**config.mk**
```make
export PLATFORM = sky130hd
export DESIGN_NAME = rggen_host_adapter_axi4lite_flat
export DESIGN_NICKNAME = d
export VERILOG_FILES = /design/src/rtl/rggen_rtl_pkg.sv /design/src/rtl/rggen_host_adapter_axi4lite_if.sv /design/src/rtl/rggen_host_adapter_axi4lite_timer.sv /design/src/rtl/rggen_host_adapter_axi4lite.sv /design/src/flat_wrapper.sv
export SDC_FILE = /design/constraint.sdc
export NUM_CORES = 1
export LEC_CHECK = 0
export CORE_UTILIZATION = 35
export DETAILED_ROUTE_END_ITERATION = 10
export PLACE_DENSITY = 0.87
export REMOVE_ABC_BUFFERS = 1
export SLEW_MARGIN = 20
export SYNTH_ARGS = -nofsm -noshare
export SYNTH_HDL_FRONTEND = slang
export SYNTH_SLANG_ARGS = --single-unit
export TNS_END_PERCENT = 20
```
**constraint.sdc**
```tcl
create_clock -name clk -period 2.75 [get_ports clk]
set_input_delay 0.55 -clock clk [delete_from_list [all_inputs] [get_ports clk]]
set_output_delay 0.55 -clock clk [all_outputs]
set_load 0.05 [all_outputs]
```
**src/rtl/rggen_rtl_pkg.sv**
```systemverilog
// Shared register-bus types: access direction and 2-bit access status.
package rggen_rtl_pkg;

  typedef enum logic {
    RGGEN_READ  = 1'b0,
    RGGEN_WRITE = 1'b1
  } rggen_direction;

  typedef enum logic [1:0] {
    RGGEN_OKAY         = 2'd0,
    RGGEN_EXOKAY       = 2'd1,
    RGGEN_SLAVE_ERROR  = 2'd2,
    RGGEN_DECODE_ERROR = 2'd3
  } rggen_status;

endpackage

```
**src/rtl/rggen_host_adapter_axi4lite_if.sv**
```systemverilog
// AXI4-Lite host side plus register-bus side of the host adapter.
// slave modport: the adapter; master modport: host and register fabric.
interface rggen_host_adapter_axi4lite_if #(
  parameter int ADDRESS_WIDTH = 16,
  parameter int DATA_WIDTH    = 32
);
  logic                      i_awvalid;
  logic                      o_awready;
  logic [ADDRESS_WIDTH-1:0]  i_awaddr;
  logic                      i_wvalid;
  logic                      o_wready;
  logic [DATA_WIDTH-1:0]     i_wdata;
  logic [DATA_WIDTH/8-1:0]   i_wstrb;
  logic                      o_bvalid;
  logic                      i_bready;
  logic [1:0]                o_bresp;
  logic                      i_arvalid;
  logic                      o_arready;
  logic [ADDRESS_WIDTH-1:0]  i_araddr;
  logic                      o_rvalid;
  logic                      i_rready;
  logic [DATA_WIDTH-1:0]     o_rdata;
  logic [1:0]                o_rresp;
  logic                      o_request;
  logic                      o_direction;
  logic [ADDRESS_WIDTH-1:0]  o_address;
  logic [DATA_WIDTH-1:0]     o_write_data;
  logic [DATA_WIDTH-1:0]     o_write_mask;
  logic                      i_ready;
  logic [DATA_WIDTH-1:0]     i_read_data;
  logic [1:0]                i_status;

  modport slave (
    input  i_awvalid, i_awaddr, i_wvalid, i_wdata, i_wstrb, i_bready,
           i_arvalid, i_araddr, i_rready, i_ready, i_read_data, i_status,
    output o_awready, o_wready, o_bvalid, o_bresp, o_arready, o_rvalid,
           o_rdata, o_rresp, o_request, o_direction, o_address,
           o_write_data, o_write_mask
  );

  modport master (
    output i_awvalid, i_awaddr, i_wvalid, i_wdata, i_wstrb, i_bready,
           i_arvalid, i_araddr, i_rready, i_ready, i_read_data, i_status,
    input  o_awready, o_wready, o_bvalid, o_bresp, o_arready, o_rvalid,
           o_rdata, o_rresp, o_request, o_direction, o_address,
           o_write_data, o_write_mask
  );
endinterface

```
**src/rtl/rggen_host_adapter_axi4lite_timer.sv**
```systemverilog
// Access timer: counts ACCESS cycles without i_ready and flags the last
// allowed cycle. Only instantiated when RGGEN_HOST_ACCESS_TIMEOUT_EN is set.
module rggen_host_access_timer #(
  parameter int TIMEOUT_CYCLES = 256
) (
  input  logic clk,
  input  logic rst,
  input  logic i_clear,
  input  logic i_count,
  output logic o_expired
);
  localparam int unsigned CW = $clog2(TIMEOUT_CYCLES);
  localparam logic [CW-1:0] LAST = CW'(TIMEOUT_CYCLES - 1);

  logic [CW-1:0] count_q, count_d;

  // Clear on grant, count waiting cycles, saturate at the expiry value.
  always_comb begin
    count_d = count_q;
    if (i_clear) begin
      count_d = '0;
    end else if (i_count && (count_q != LAST)) begin
      count_d = count_q + 1'b1;
    end
  end

  // Counter register.
  always_ff @(posedge clk or posedge rst) begin
    if (rst) count_q <= '0;
    else     count_q <= count_d;
  end

  assign o_expired = (count_q == LAST);
endmodule

```
**src/rtl/rggen_host_adapter_axi4lite.sv**
```systemverilog
// AXI4-Lite to register-bus host adapter: one outstanding access,
// round-robin read/write arbitration. Optional access timeout enabled by
// defining RGGEN_HOST_ACCESS_TIMEOUT_EN.
module rggen_host_adapter_axi4lite
  import rggen_rtl_pkg::*;
#(
  parameter int ADDRESS_WIDTH  = 16,
  parameter int DATA_WIDTH     = 32,
  parameter int TIMEOUT_CYCLES = 256
) (
  input logic                           clk,
  input logic                           rst,
  rggen_host_adapter_axi4lite_if.slave  bus
);
  typedef enum logic [1:0] {
    ST_IDLE,
    ST_ACCESS,
    ST_RESPONSE
  } state_e;

  if (!((DATA_WIDTH == 32) || (DATA_WIDTH == 64)) || (TIMEOUT_CYCLES < 2)) begin : g_param_check
    $error("rggen_host_adapter_axi4lite: DATA_WIDTH must be 32/64 and TIMEOUT_CYCLES >= 2");
  end

  state_e                    state_q, state_d;
  rggen_direction            last_grant_q, last_grant_d;
  rggen_direction            direction_q, direction_d;
  logic [ADDRESS_WIDTH-1:0]  address_q, address_d;
  logic [DATA_WIDTH-1:0]     write_data_q, write_data_d;
  logic [DATA_WIDTH-1:0]     write_mask_q, write_mask_d;
  logic [DATA_WIDTH-1:0]     read_data_q, read_data_d;
  logic [1:0]                status_q, status_d;
  logic [DATA_WIDTH-1:0]     strb_mask;
  logic                      write_pending, read_pending;
  logic                      grant_write, grant_read;
  logic                      bvalid, rvalid;

  assign write_pending = bus.i_awvalid && bus.i_wvalid;
  assign read_pending  = bus.i_arvalid;

`ifdef RGGEN_HOST_ACCESS_TIMEOUT_EN
  logic timeout_expired;

  rggen_host_access_timer #(
    .TIMEOUT_CYCLES (TIMEOUT_CYCLES)
  ) u_timer (
    .clk       (clk),
    .rst       (rst),
    .i_clear   (grant_write || grant_read),
    .i_count   ((state_q == ST_ACCESS) && !bus.i_ready),
    .o_expired (timeout_expired)
  );
`endif

  // Expand byte strobes to a bit mask.
  always_comb begin
    strb_mask = '0;
    for (int unsigned i = 0; i < DATA_WIDTH / 8; i++) begin
      strb_mask[8*i +: 8] = {8{bus.i_wstrb[i]}};
    end
  end

  // Next-state, arbitration and capture logic.
  always_comb begin
    state_d      = state_q;
    last_grant_d = last_grant_q;
    direction_d  = direction_q;
    address_d    = address_q;
    write_data_d = write_data_q;
    write_mask_d = write_mask_q;
    read_data_d  = read_data_q;
    status_d     = status_q;
    grant_write  = 1'b0;
    grant_read   = 1'b0;
    unique case (state_q)
      ST_IDLE: begin
        grant_write = write_pending && (!read_pending || (last_grant_q == RGGEN_READ));
        grant_read  = read_pending && !grant_write;
        if (grant_write) begin
          direction_d  = RGGEN_WRITE;
          address_d    = bus.i_awaddr;
          write_data_d = bus.i_wdata;
          write_mask_d = strb_mask;
          last_grant_d = RGGEN_WRITE;
          state_d      = ST_ACCESS;
        end else if (grant_read) begin
          direction_d  = RGGEN_READ;
          address_d    = bus.i_araddr;
          write_data_d = '0;
          write_mask_d = '0;
          last_grant_d = RGGEN_READ;
          state_d      = ST_ACCESS;
        end
      end
      ST_ACCESS: begin
        if (bus.i_ready) begin
          read_data_d = (direction_q == RGGEN_READ) ? bus.i_read_data : '0;
          status_d    = bus.i_status;
          state_d     = ST_RESPONSE;
        end
`ifdef RGGEN_HOST_ACCESS_TIMEOUT_EN
        else if (timeout_expired) begin
          read_data_d = '0;
          status_d    = RGGEN_SLAVE_ERROR;
          state_d     = ST_RESPONSE;
        end
`endif
      end
      ST_RESPONSE: begin
        if ((direction_q == RGGEN_WRITE) ? bus.i_bready : bus.i_rready) begin
          state_d = ST_IDLE;
        end
      end
      default: state_d = ST_IDLE;
    endcase
  end

  // State and captured-transaction registers.
  always_ff @(posedge clk or posedge rst) begin
    if (rst) begin
      state_q      <= ST_IDLE;
      last_grant_q <= RGGEN_READ;
      direction_q  <= RGGEN_READ;
      address_q    <= '0;
      write_data_q <= '0;
      write_mask_q <= '0;
      read_data_q  <= '0;
      status_q     <= '0;
    end else begin
      state_q      <= state_d;
      last_grant_q <= last_grant_d;
      direction_q  <= direction_d;
      address_q    <= address_d;
      write_data_q <= write_data_d;
      write_mask_q <= write_mask_d;
      read_data_q  <= read_data_d;
      status_q     <= status_d;
    end
  end

  assign bvalid = (state_q == ST_RESPONSE) && (direction_q == RGGEN_WRITE);
  assign rvalid = (state_q == ST_RESPONSE) && (direction_q == RGGEN_READ);

  assign bus.o_awready    = grant_write;
  assign bus.o_wready     = grant_write;
  assign bus.o_arready    = grant_read;
  assign bus.o_bvalid     = bvalid;
  assign bus.o_bresp      = bvalid ? status_q : 2'b00;
  assign bus.o_rvalid     = rvalid;
  assign bus.o_rresp      = rvalid ? status_q : 2'b00;
  assign bus.o_rdata      = rvalid ? read_data_q : '0;
  assign bus.o_request    = (state_q == ST_ACCESS);
  assign bus.o_direction  = direction_q;
  assign bus.o_address    = address_q;
  assign bus.o_write_data = write_data_q;
  assign bus.o_write_mask = write_mask_q;
endmodule

```
**src/flat_wrapper.sv**
```systemverilog
// flat-port wrapper written by rule: the top's interface ports become plain ports
module rggen_host_adapter_axi4lite_flat import rggen_rtl_pkg::*;
#(
  parameter int ADDRESS_WIDTH  = 16,
  parameter int DATA_WIDTH     = 32,
  parameter int TIMEOUT_CYCLES = 256
)
  (clk, rst, bus_i_awvalid, bus_i_awaddr, bus_i_wvalid, bus_i_wdata, bus_i_wstrb, bus_i_bready, bus_i_arvalid, bus_i_araddr, bus_i_rready, bus_i_ready, bus_i_read_data, bus_i_status, bus_o_awready, bus_o_wready, bus_o_bvalid, bus_o_bresp, bus_o_arready, bus_o_rvalid, bus_o_rdata, bus_o_rresp, bus_o_request, bus_o_direction, bus_o_address, bus_o_write_data, bus_o_write_mask);
  rggen_host_adapter_axi4lite_if #(.ADDRESS_WIDTH(ADDRESS_WIDTH), .DATA_WIDTH(DATA_WIDTH)) bus_i ();
  input logic clk;
  input logic rst;
  input wire logic [$bits(bus_i.i_awvalid)-1:0] bus_i_awvalid;
  input wire logic [$bits(bus_i.i_awaddr)-1:0] bus_i_awaddr;
  input wire logic [$bits(bus_i.i_wvalid)-1:0] bus_i_wvalid;
  input wire logic [$bits(bus_i.i_wdata)-1:0] bus_i_wdata;
  input wire logic [$bits(bus_i.i_wstrb)-1:0] bus_i_wstrb;
  input wire logic [$bits(bus_i.i_bready)-1:0] bus_i_bready;
  input wire logic [$bits(bus_i.i_arvalid)-1:0] bus_i_arvalid;
  input wire logic [$bits(bus_i.i_araddr)-1:0] bus_i_araddr;
  input wire logic [$bits(bus_i.i_rready)-1:0] bus_i_rready;
  input wire logic [$bits(bus_i.i_ready)-1:0] bus_i_ready;
  input wire logic [$bits(bus_i.i_read_data)-1:0] bus_i_read_data;
  input wire logic [$bits(bus_i.i_status)-1:0] bus_i_status;
  output wire logic [$bits(bus_i.o_awready)-1:0] bus_o_awready;
  output wire logic [$bits(bus_i.o_wready)-1:0] bus_o_wready;
  output wire logic [$bits(bus_i.o_bvalid)-1:0] bus_o_bvalid;
  output wire logic [$bits(bus_i.o_bresp)-1:0] bus_o_bresp;
  output wire logic [$bits(bus_i.o_arready)-1:0] bus_o_arready;
  output wire logic [$bits(bus_i.o_rvalid)-1:0] bus_o_rvalid;
  output wire logic [$bits(bus_i.o_rdata)-1:0] bus_o_rdata;
  output wire logic [$bits(bus_i.o_rresp)-1:0] bus_o_rresp;
  output wire logic [$bits(bus_i.o_request)-1:0] bus_o_request;
  output wire logic [$bits(bus_i.o_direction)-1:0] bus_o_direction;
  output wire logic [$bits(bus_i.o_address)-1:0] bus_o_address;
  output wire logic [$bits(bus_i.o_write_data)-1:0] bus_o_write_data;
  output wire logic [$bits(bus_i.o_write_mask)-1:0] bus_o_write_mask;
  assign bus_i.i_awvalid = bus_i_awvalid;
  assign bus_i.i_awaddr = bus_i_awaddr;
  assign bus_i.i_wvalid = bus_i_wvalid;
  assign bus_i.i_wdata = bus_i_wdata;
  assign bus_i.i_wstrb = bus_i_wstrb;
  assign bus_i.i_bready = bus_i_bready;
  assign bus_i.i_arvalid = bus_i_arvalid;
  assign bus_i.i_araddr = bus_i_araddr;
  assign bus_i.i_rready = bus_i_rready;
  assign bus_i.i_ready = bus_i_ready;
  assign bus_i.i_read_data = bus_i_read_data;
  assign bus_i.i_status = bus_i_status;
  assign bus_o_awready = bus_i.o_awready;
  assign bus_o_wready = bus_i.o_wready;
  assign bus_o_bvalid = bus_i.o_bvalid;
  assign bus_o_bresp = bus_i.o_bresp;
  assign bus_o_arready = bus_i.o_arready;
  assign bus_o_rvalid = bus_i.o_rvalid;
  assign bus_o_rdata = bus_i.o_rdata;
  assign bus_o_rresp = bus_i.o_rresp;
  assign bus_o_request = bus_i.o_request;
  assign bus_o_direction = bus_i.o_direction;
  assign bus_o_address = bus_i.o_address;
  assign bus_o_write_data = bus_i.o_write_data;
  assign bus_o_write_mask = bus_i.o_write_mask;
  rggen_host_adapter_axi4lite #(.ADDRESS_WIDTH(ADDRESS_WIDTH), .DATA_WIDTH(DATA_WIDTH), .TIMEOUT_CYCLES(TIMEOUT_CYCLES)) u_core (.clk(clk), .rst(rst), .bus(bus_i));
endmodule
```
**Yosys cells after proc, flatten, opt, wreduce, memory -nomap -nowiden**

Index checks and enable logic that the tools add are counted.
Widths: inputs -> output; s select.

- Register bits after elaboration: 117
- Input port bits: 110
- Output and inout bits: 123

- Equality and inequality tests: 5
- Multiplexer cells: 19
- Bitwise gates (word level): 1
- Reduce and logical (&&, ||, !) cells: 13

Operators by type and width:

| operator | count |
|---|---|
| $mux 32 | 5 |
| $mux 16 | 2 |
| $mux 2 | 6 |
| $pmux 2 s3 | 1 |
| $logic_and 1x1->1 | 5 |
| $mux 1 | 5 |
| $reduce_and 2->1 | 2 |
| $ne 3x1->1 const B | 1 |
| $reduce_and 3->1 | 1 |
| $eq 2x1->1 const B | 1 |
| $eq 2x2->1 const B | 1 |
| $logic_not 1->1 | 2 |
| $logic_not 2->1 | 1 |
| $ne 2x1->1 const B | 1 |
| $ne 2x2->1 const B | 1 |
| $reduce_bool 2->1 | 1 |
| $logic_or 1x1->1 | 1 |
| $not 1->1 | 1 |

**Depth between registers and ports, before layout**

Gate-level depths: netlist (run 1).

- Depth in word-level cells: 8
- Gate-level depth with buffers: 6
- Mapped depth without buffers: 3

**Worst setup path before layout (run 1)**

OpenSTA, ideal clock, no wires.

- Path kind: register -> output
- Start point: reg u_core.last_grant_q
- End point: out bus_o_arready
- Arrival time: 1.960 ns
- Required time: 2.200 ns
- Path slack: 0.240 ns
- Cell stages (with the launch flop): 5
- Path through: dfrtp_1 > buf_4 > nand2_2 > clkbuf_1 > a21oi_1

- Longest elaborated chain between the ends: 6

RTL lines:

| what | line | text |
|---|---|---|
| start: declaration | rggen_host_adapter_axi4lite.sv:26 | `rggen_direction last_grant_q, last_grant_d;` |
| start signal: assignment | rggen_host_adapter_axi4lite.sv:131 | `last_grant_q <= last_grant_d;` |
| $not 1->1 | rggen_host_adapter_axi4lite.sv:77 | `grant_write = write_pending && (!read_pending \|\| (last_grant_q == RGGEN_READ));` |
| $logic_or 1x1->1 | rggen_host_adapter_axi4lite.sv:77 |  |
| $logic_and 1x1->1 | rggen_host_adapter_axi4lite.sv:77 |  |
| $logic_not 1->1 | rggen_host_adapter_axi4lite.sv:78 | `grant_read = read_pending && !grant_write;` |
| $logic_and 1x1->1 | rggen_host_adapter_axi4lite.sv:78 |  |
| $mux 1 | rggen_host_adapter_axi4lite.sv:75 | `unique case (state_q)` |
| end: declaration | flat_wrapper.sv:28 | `output wire logic [$bits(bus_i.o_arready)-1:0] bus_o_arready;` |

Every way passes these cells.

**Worst setup path in the final report (run 1)**

- Start point: in bus_i_arvalid
- End point: out bus_o_arready

- Longest elaborated chain between the ends: 6

RTL lines:

| what | line | text |
|---|---|---|
| start: declaration | flat_wrapper.sv:18 | `input wire logic [$bits(bus_i.i_arvalid)-1:0] bus_i_arvalid;` |
| $logic_not 1->1 | rggen_host_adapter_axi4lite.sv:77 |  |
| $logic_or 1x1->1 | rggen_host_adapter_axi4lite.sv:77 |  |
| $logic_and 1x1->1 | rggen_host_adapter_axi4lite.sv:77 |  |
| $logic_not 1->1 | rggen_host_adapter_axi4lite.sv:78 |  |
| $logic_and 1x1->1 * | rggen_host_adapter_axi4lite.sv:78 |  |
| $mux 1 * | rggen_host_adapter_axi4lite.sv:75 |  |

Every way passes the cells marked *; elsewhere a longest branch is shown, timed or not.

==> results.ini, run 1 <==
[run_status]
status=complete, no violations

[job]
cap_violations=0

[clocking]
cts_buffer_depth=2
clock_latency_ns=0.34
htree_levels=3
post_cts_buffers=0
numCtsBuffers=9
cts_tree=built
cts_resized=0
clk_pin_slew_ns=0.06
cts-root-buf=clkbuf_16
cts_hold_buf=0
cts.sinks=89

[global_routing]
grt_pass1_wl_mm=19.22
grtUsageTotal=0.1958
antenna_found_initial=0
grt_max_degree=58
grt_pass1_vias=3872
grt_overflow=0

[pwr]
p_comb_frac=0.604
pwr-share-seq=0.261
p_int_mw=4.687
peakVddDrop_mv=1.156
powerDensity_mw_per_mm2=1292
totalPowerFinal_mw=9.138
switching_share=0.4871
clockPowerShare=0.135
leakage_nw=2.992
p_switching_mw=4.452

[finish]
nNetsFinal=707
antenna-diode-count=0
final_cell_mix=clkdlybuf4s50_1 (190), dfrtp_1 (89), o21ai_0 (45), buf_12 (44), and2_1 (39)
layout-drive-gt1-share=0.1229
final_common_cell=clkdlybuf4s50_1
area_delta_synth_final_pct=70.92

[worst_hold_path]
min_path_type=flip-flop to flip-flop
holdPathStages=2
min_from=u_core.read_data_q[16]

[logic_synthesis]
yosysTopAreaCell=dfrtp_1
async_reset_ff_frac=1.000
ys_seq_elements=89
synth.distinct_cells=25
syn_area_mm2=0.004139
synth_area_leaders=dfrtp_1 (54%), a22o_1 (7.6%), and2_1 (5.9%)
synth_cells=406
ys_warn_count=0
ys_seq_area_frac=0.5381
ys.flop_type=dfrtp_1
avgSynthCellArea_um2=10.19
synth_top_area_frac=0.5381
synth_edf_count=0

[floorplan]
core_mm2=0.01147
die_x_um=110.7
fp-row-count=39
die_area_mm2=0.01226
die_y_um=110.7
ios=233
initial_core_util=0.3609

[critical_path]
worstPathArrival_ns=1.83
cp.depth=4
cp.required_ns=2.20
startpoint_type=input pin
critPathMaxStageDelay_ns=0.54
crit_family=buffers and inverters
cpMaxStageDelayCell=clkdlybuf4s50_1
crit_start=bus_i_arvalid
path_buf_inv=2
path_cells=clkdlybuf4s50_1, nand2_2, a21oi_1, buf_12
r2r_start=u_core.state_q[0]
worstSetupPathType=input pin to primary output
worstSetupEndpointType=primary output
worst_r2r_path_depth=4
crit_fanout=18

[placed_design]
port_buffers=232
dpl.hpwl_mm=8.925
gp_congestion=0.8039

[sta]
period_minus_slack_ns=2.382
tightest_slew_ns=0.7306
hold_violations=0
fin_skew_ns=0.008923
setup_violations=0
min_period_over_period=0.8662
hold_slack_ns=0.4712
clock.fmax_mhz=419.8
slew_headroom=0.5112
finalMaxSlewViolations=0
rsz0062_at_grt=false

[detailed_routing]
dr.first_iter.drc_count=239
wirelength_mm=11.98
wl_per_cell_um=16.08
vias_per_cell=4.977
drc=0
firstDrtPassIters=4
detail-route-antenna-nets=0
vias=3708

layer usage:
metal,track usage,up-vias,wire length (um)
li1,-,1748,-
met1,0.2347,1749,4815
met2,0.3424,191,6046
met3,0.04538,20,904
met4,0.07022,0,215
met5,0,-,0
path summary, 6_finish.rpt:
kind / to / slack [ns]
worst max-delay path: bus_o_arready / 0.37
worst min-delay path: u_core.read_data_q[16] / 0.47
worst max register to register: u_core.bus.o_write_data[19] / 0.94
worst min register to register: u_core.read_data_q[16] / 0.47
max in group asynchronous: u_core.bus.o_write_data[22] / 1.53
min in group asynchronous: u_core.status_q[1] / 0.58
registers in the layout, summed over array words and instances (netlist names):
signal,count
u_core.bus.o_address,16
u_core.bus.o_write_data,32
u_core.bus.o_write_mask,4
u_core.last_grant_q,1
u_core.read_data_q,32
u_core.state_q,2
u_core.status_q,2
cell type report:
cell class,instances,area [um2]
Multi-Input combinational cell,252,1513
Sequential cell,89,2227
Clock buffer,10,239.0
Timing Repair Buffer,241,2835
Fill cell,906,4393
Clock inverter,6,65.06
Inverter,4,16.27
Tap cell,143,178.9
Yosys cell counts (12+ instances only):
cell type and number:
buf_4 31, a21oi_1 17, a22o_1 36, nand2b_1 33, nand3_1 16, buf_2 12, dfrtp_1 89, and2_1 39
o21ai_0 45, clkbuf_1 13, nand2_1 34, a31oi_1 16
power by group through the flow:
stage	Sequential, mW	Clock, mW	Combinational, mW
after global routing	2.48	1.33	5.76
after global placement	2.37	0	5.44
final	2.39	1.23	5.52
after detailed placement	2.39	0	5.55
after floorplan	4.30	0	1.39
after CTS	2.39	1.27	5.55
worst register-to-register path, stage by stage, from the launching register on:
cell and delay [ns]:
dfrtp_1 0.44, nor2_1 0.15, buf_4 0.24, nand2_2 0.45, a22o_1 0.43
kinds of logic after synthesis:
logic type | synth area share
buf+inv | 0.09794
compound gates | 0.1859
simple gates | 0.1726
flops | 0.5381
mux | 0.005441
through the flow:
stage               cells  setup slack [ns]  TNS, ns    util  area, um2
global placement      729            0.4078        0  0.5904       6770
detailed placement    729            0.3860        0  0.5904       6770
CTS                   745            0.3813        0  0.6169       7074
global route          745            0.2876        0  0.6169       7074
finish                745            0.3678        0  0.6169       7074
floorplan             345           -0.5416   -45.10       -       3749
No activity file was read; power rests on OpenSTA's default activity.
==> run 2, diff against run 1 <==
==> constraint.sdc (replaced) <==
create_clock -name clk -period 2.75 [get_ports clk]
set_input_delay 0.4125 -clock clk [delete_from_list [all_inputs] [get_ports clk]]
set_output_delay 0.4125 -clock clk [all_outputs]
set_load 0.05 [all_outputs]
==> results.ini, run 2 (synthesis results as in run 1) <==
[run_status]
status=complete, no violations  ; unchanged

[placed_design]
port_buffers=232  ; unchanged
place_inst=728  ; was 729
dpl.hpwl_mm=8.989  ; was 8.925 mm
gp_congestion=0.8008  ; was 0.8039

[floorplan]
fp-row-count=39  ; unchanged
ios=233  ; unchanged
die_y_um=110.7  ; unchanged
die_area_mm2=0.01226  ; unchanged
core_mm2=0.01147  ; unchanged
die_x_um=110.7  ; unchanged
initial_core_util=0.3609  ; unchanged

[detailed_routing]
dr.first_iter.drc_count=278  ; was 239
drc=0  ; unchanged
firstDrtPassIters=4  ; unchanged
vias_per_cell=5.011  ; was 4.977
detail-route-antenna-nets=0  ; unchanged
wl_per_cell_um=15.96  ; was 16.08 um
wirelength_mm=11.88  ; was 11.98 mm
vias=3728  ; was 3708

[clocking]
clk_pin_slew_ns=0.07  ; was 0.06 ns
cts_buffer_depth=2  ; unchanged
post_cts_buffers=0  ; unchanged
cts_hold_buf=0  ; unchanged
numCtsBuffers=9  ; unchanged
htree_levels=3  ; unchanged
cts.sinks=89  ; unchanged
clock_latency_ns=0.34  ; about the same
cts-root-buf=clkbuf_16  ; unchanged
cts_tree=built  ; unchanged
cts_resized=0  ; unchanged

[worst_hold_path]
holdPathStages=2  ; unchanged
hold_end=u_core.read_data_q[15]  ; was u_core.read_data_q[16]
min_path_type=flip-flop to flip-flop  ; unchanged
min_from=u_core.read_data_q[15]  ; was u_core.read_data_q[16]

[finish]
antenna-diode-count=0  ; unchanged
utilization=0.6147  ; was 0.6169
layout-drive-gt1-share=0.1198  ; was 0.1229
final_cell_mix=clkdlybuf4s50_1 (191), dfrtp_1 (89), o21ai_0 (45), buf_12 (42), and2_1 (39)  ; was clkdlybuf4s50_1 (190), dfrtp_1 (89), o21ai_0 (45), buf_12 (44), and2_1 (39)
final_common_cell=clkdlybuf4s50_1  ; unchanged
fin_cells=744  ; was 745
area_delta_synth_final_pct=70.31  ; was 70.92%
fill_cells=892  ; was 906
nNetsFinal=706  ; was 707

[global_routing]
grt_pass1_vias=3748  ; was 3872
grt.busiest_layer=met2  ; unchanged
globalRouteMet1Util=0.2331  ; was 0.2347
grtUsageMet3=0.04702  ; was 0.04538
antenna_found_initial=0  ; unchanged
grt_max_degree=58  ; unchanged
grtUsageTotal=0.1933  ; was 0.1958
grt_util_met2=0.3275  ; was 0.3424
grt_overflow=0  ; unchanged
grt_pass1_wl_mm=18.85  ; was 19.22 mm

[pwr]
leakage_nw=2.979  ; was 2.992 nW
totalPowerFinal_mw=9.135  ; was 9.138 mW
peakVddDrop_mv=1.224  ; was 1.156 mV
powerDensity_mw_per_mm2=1296  ; was 1292 mW/mm2

[critical_path]
worstSetupEndpointType=primary output  ; unchanged
r2r_start=u_core.state_q[0]  ; unchanged
crit_fanout=31  ; was 18
worstPathArrival_ns=1.96  ; was 1.83 ns
worstSetupPathType=flip-flop to primary output  ; was input pin to primary output
path_cells=nor3b_4, buf_4, and2_1, buf_12  ; was clkdlybuf4s50_1, nand2_2, a21oi_1, buf_12
startpoint_type=flip-flop  ; was input pin
cp.required_ns=2.34  ; was 2.20 ns
r2r_setup_slack_ns=0.66  ; was 0.94 ns
worst_r2r_path_depth=3  ; was 4
cpMaxStageDelayCell=dfrtp_1  ; was clkdlybuf4s50_1
r2r-end=u_core.bus.o_write_data[10]  ; was u_core.bus.o_write_data[19]
critPathMaxStageDelay_ns=0.58  ; was 0.54 ns

[sta]
fin_skew_ns=0.009158  ; was 0.008923 ns
hold_violations=0  ; unchanged
min_period_over_period=0.8644  ; was 0.8662
setup_violations=0  ; unchanged
slew_headroom=0.4933  ; was 0.5112
period_minus_slack_ns=2.377  ; was 2.382 ns
hold_slack_ns=0.4778  ; was 0.4712 ns
fin_setup_tns_ns=0  ; unchanged
tightest_slew_ns=0.7591  ; was 0.7306 ns
clock.fmax_mhz=420.7  ; was 419.8 MHz
finalMaxSlewViolations=0  ; unchanged
rsz0062_at_grt=false  ; unchanged

[job]
cap_violations=0  ; unchanged

==> run 2: worst max path at each step <==
stage	start	to	slack, ns	depth (start not counted)
finish	u_core.last_grant_q	bus_o_rresp[0]	0.37	4
global route	u_core.last_grant_q	bus_o_rresp[1]	0.23	4
CTS	u_core.last_grant_q	bus_o_rresp[1]	0.31	4
detailed placement	bus_i_arvalid	u_core.bus.o_write_data[6]	0.61	5
global placement	bus_i_arvalid	u_core.bus.o_write_mask[15]	0.68	5
floorplan	u_core.bus.o_write_mask[15]	u_core.bus.o_write_mask[15]	-0.42	1
==> run 2: layout make-up <==
| cell class | count | area [um2] | share of cell area |
|---|---|---|---|
| Timing Repair Buffer | 240 | 2805 | 0.3979 |
| Multi-Input combinational cell | 252 | 1513 | 0.2146 |
| Clock inverter | 7 | 83.83 | 0.01189 |
| Inverter | 4 | 16.27 | 0.002307 |
| Clock buffer | 9 | 225.2 | 0.03195 |
| Tap cell | 143 | 178.9 | 0.02538 |
| Sequential cell | 89 | 2227 | 0.3159 |
==> run 2: critical path: cells and delay by family, from the launching register on <==
family | cells | cell delay (ns)
DFF | 1 | 0.58
and+or+nand+nor | 2 | 0.57
buffers and inverters | 2 | 0.47
==> run 2: metrics by stage <==
step / setup WS [ns] / instance area, um2
2_1_floorplan: -0.4208 / 3749
3_3_place_gp: 0.6802 / 6740
3_5_place_dp: 0.6075 / 6740
4_1_cts: 0.3127 / 7049
5_1_grt: 0.2293 / 7049
6_report: 0.3728 / 7049
==> run 2: metal layers <==
metal / share of wire / up-vias / wire length (um)
li1: - / 1746 / -
met1: 0.39 / 1752 / 4677
met2: 0.50 / 204 / 5907
met3: 0.082 / 26 / 973
met4: 0.027 / 0 / 318
met5: 0 / - / 0
==> run 2: power breakdown <==
group	internal [mW]	switching, mW	total, mW
logic	1.98	3.49	5.47
registers	1.95	0.460	2.41
clock network	0.722	0.529	1.25
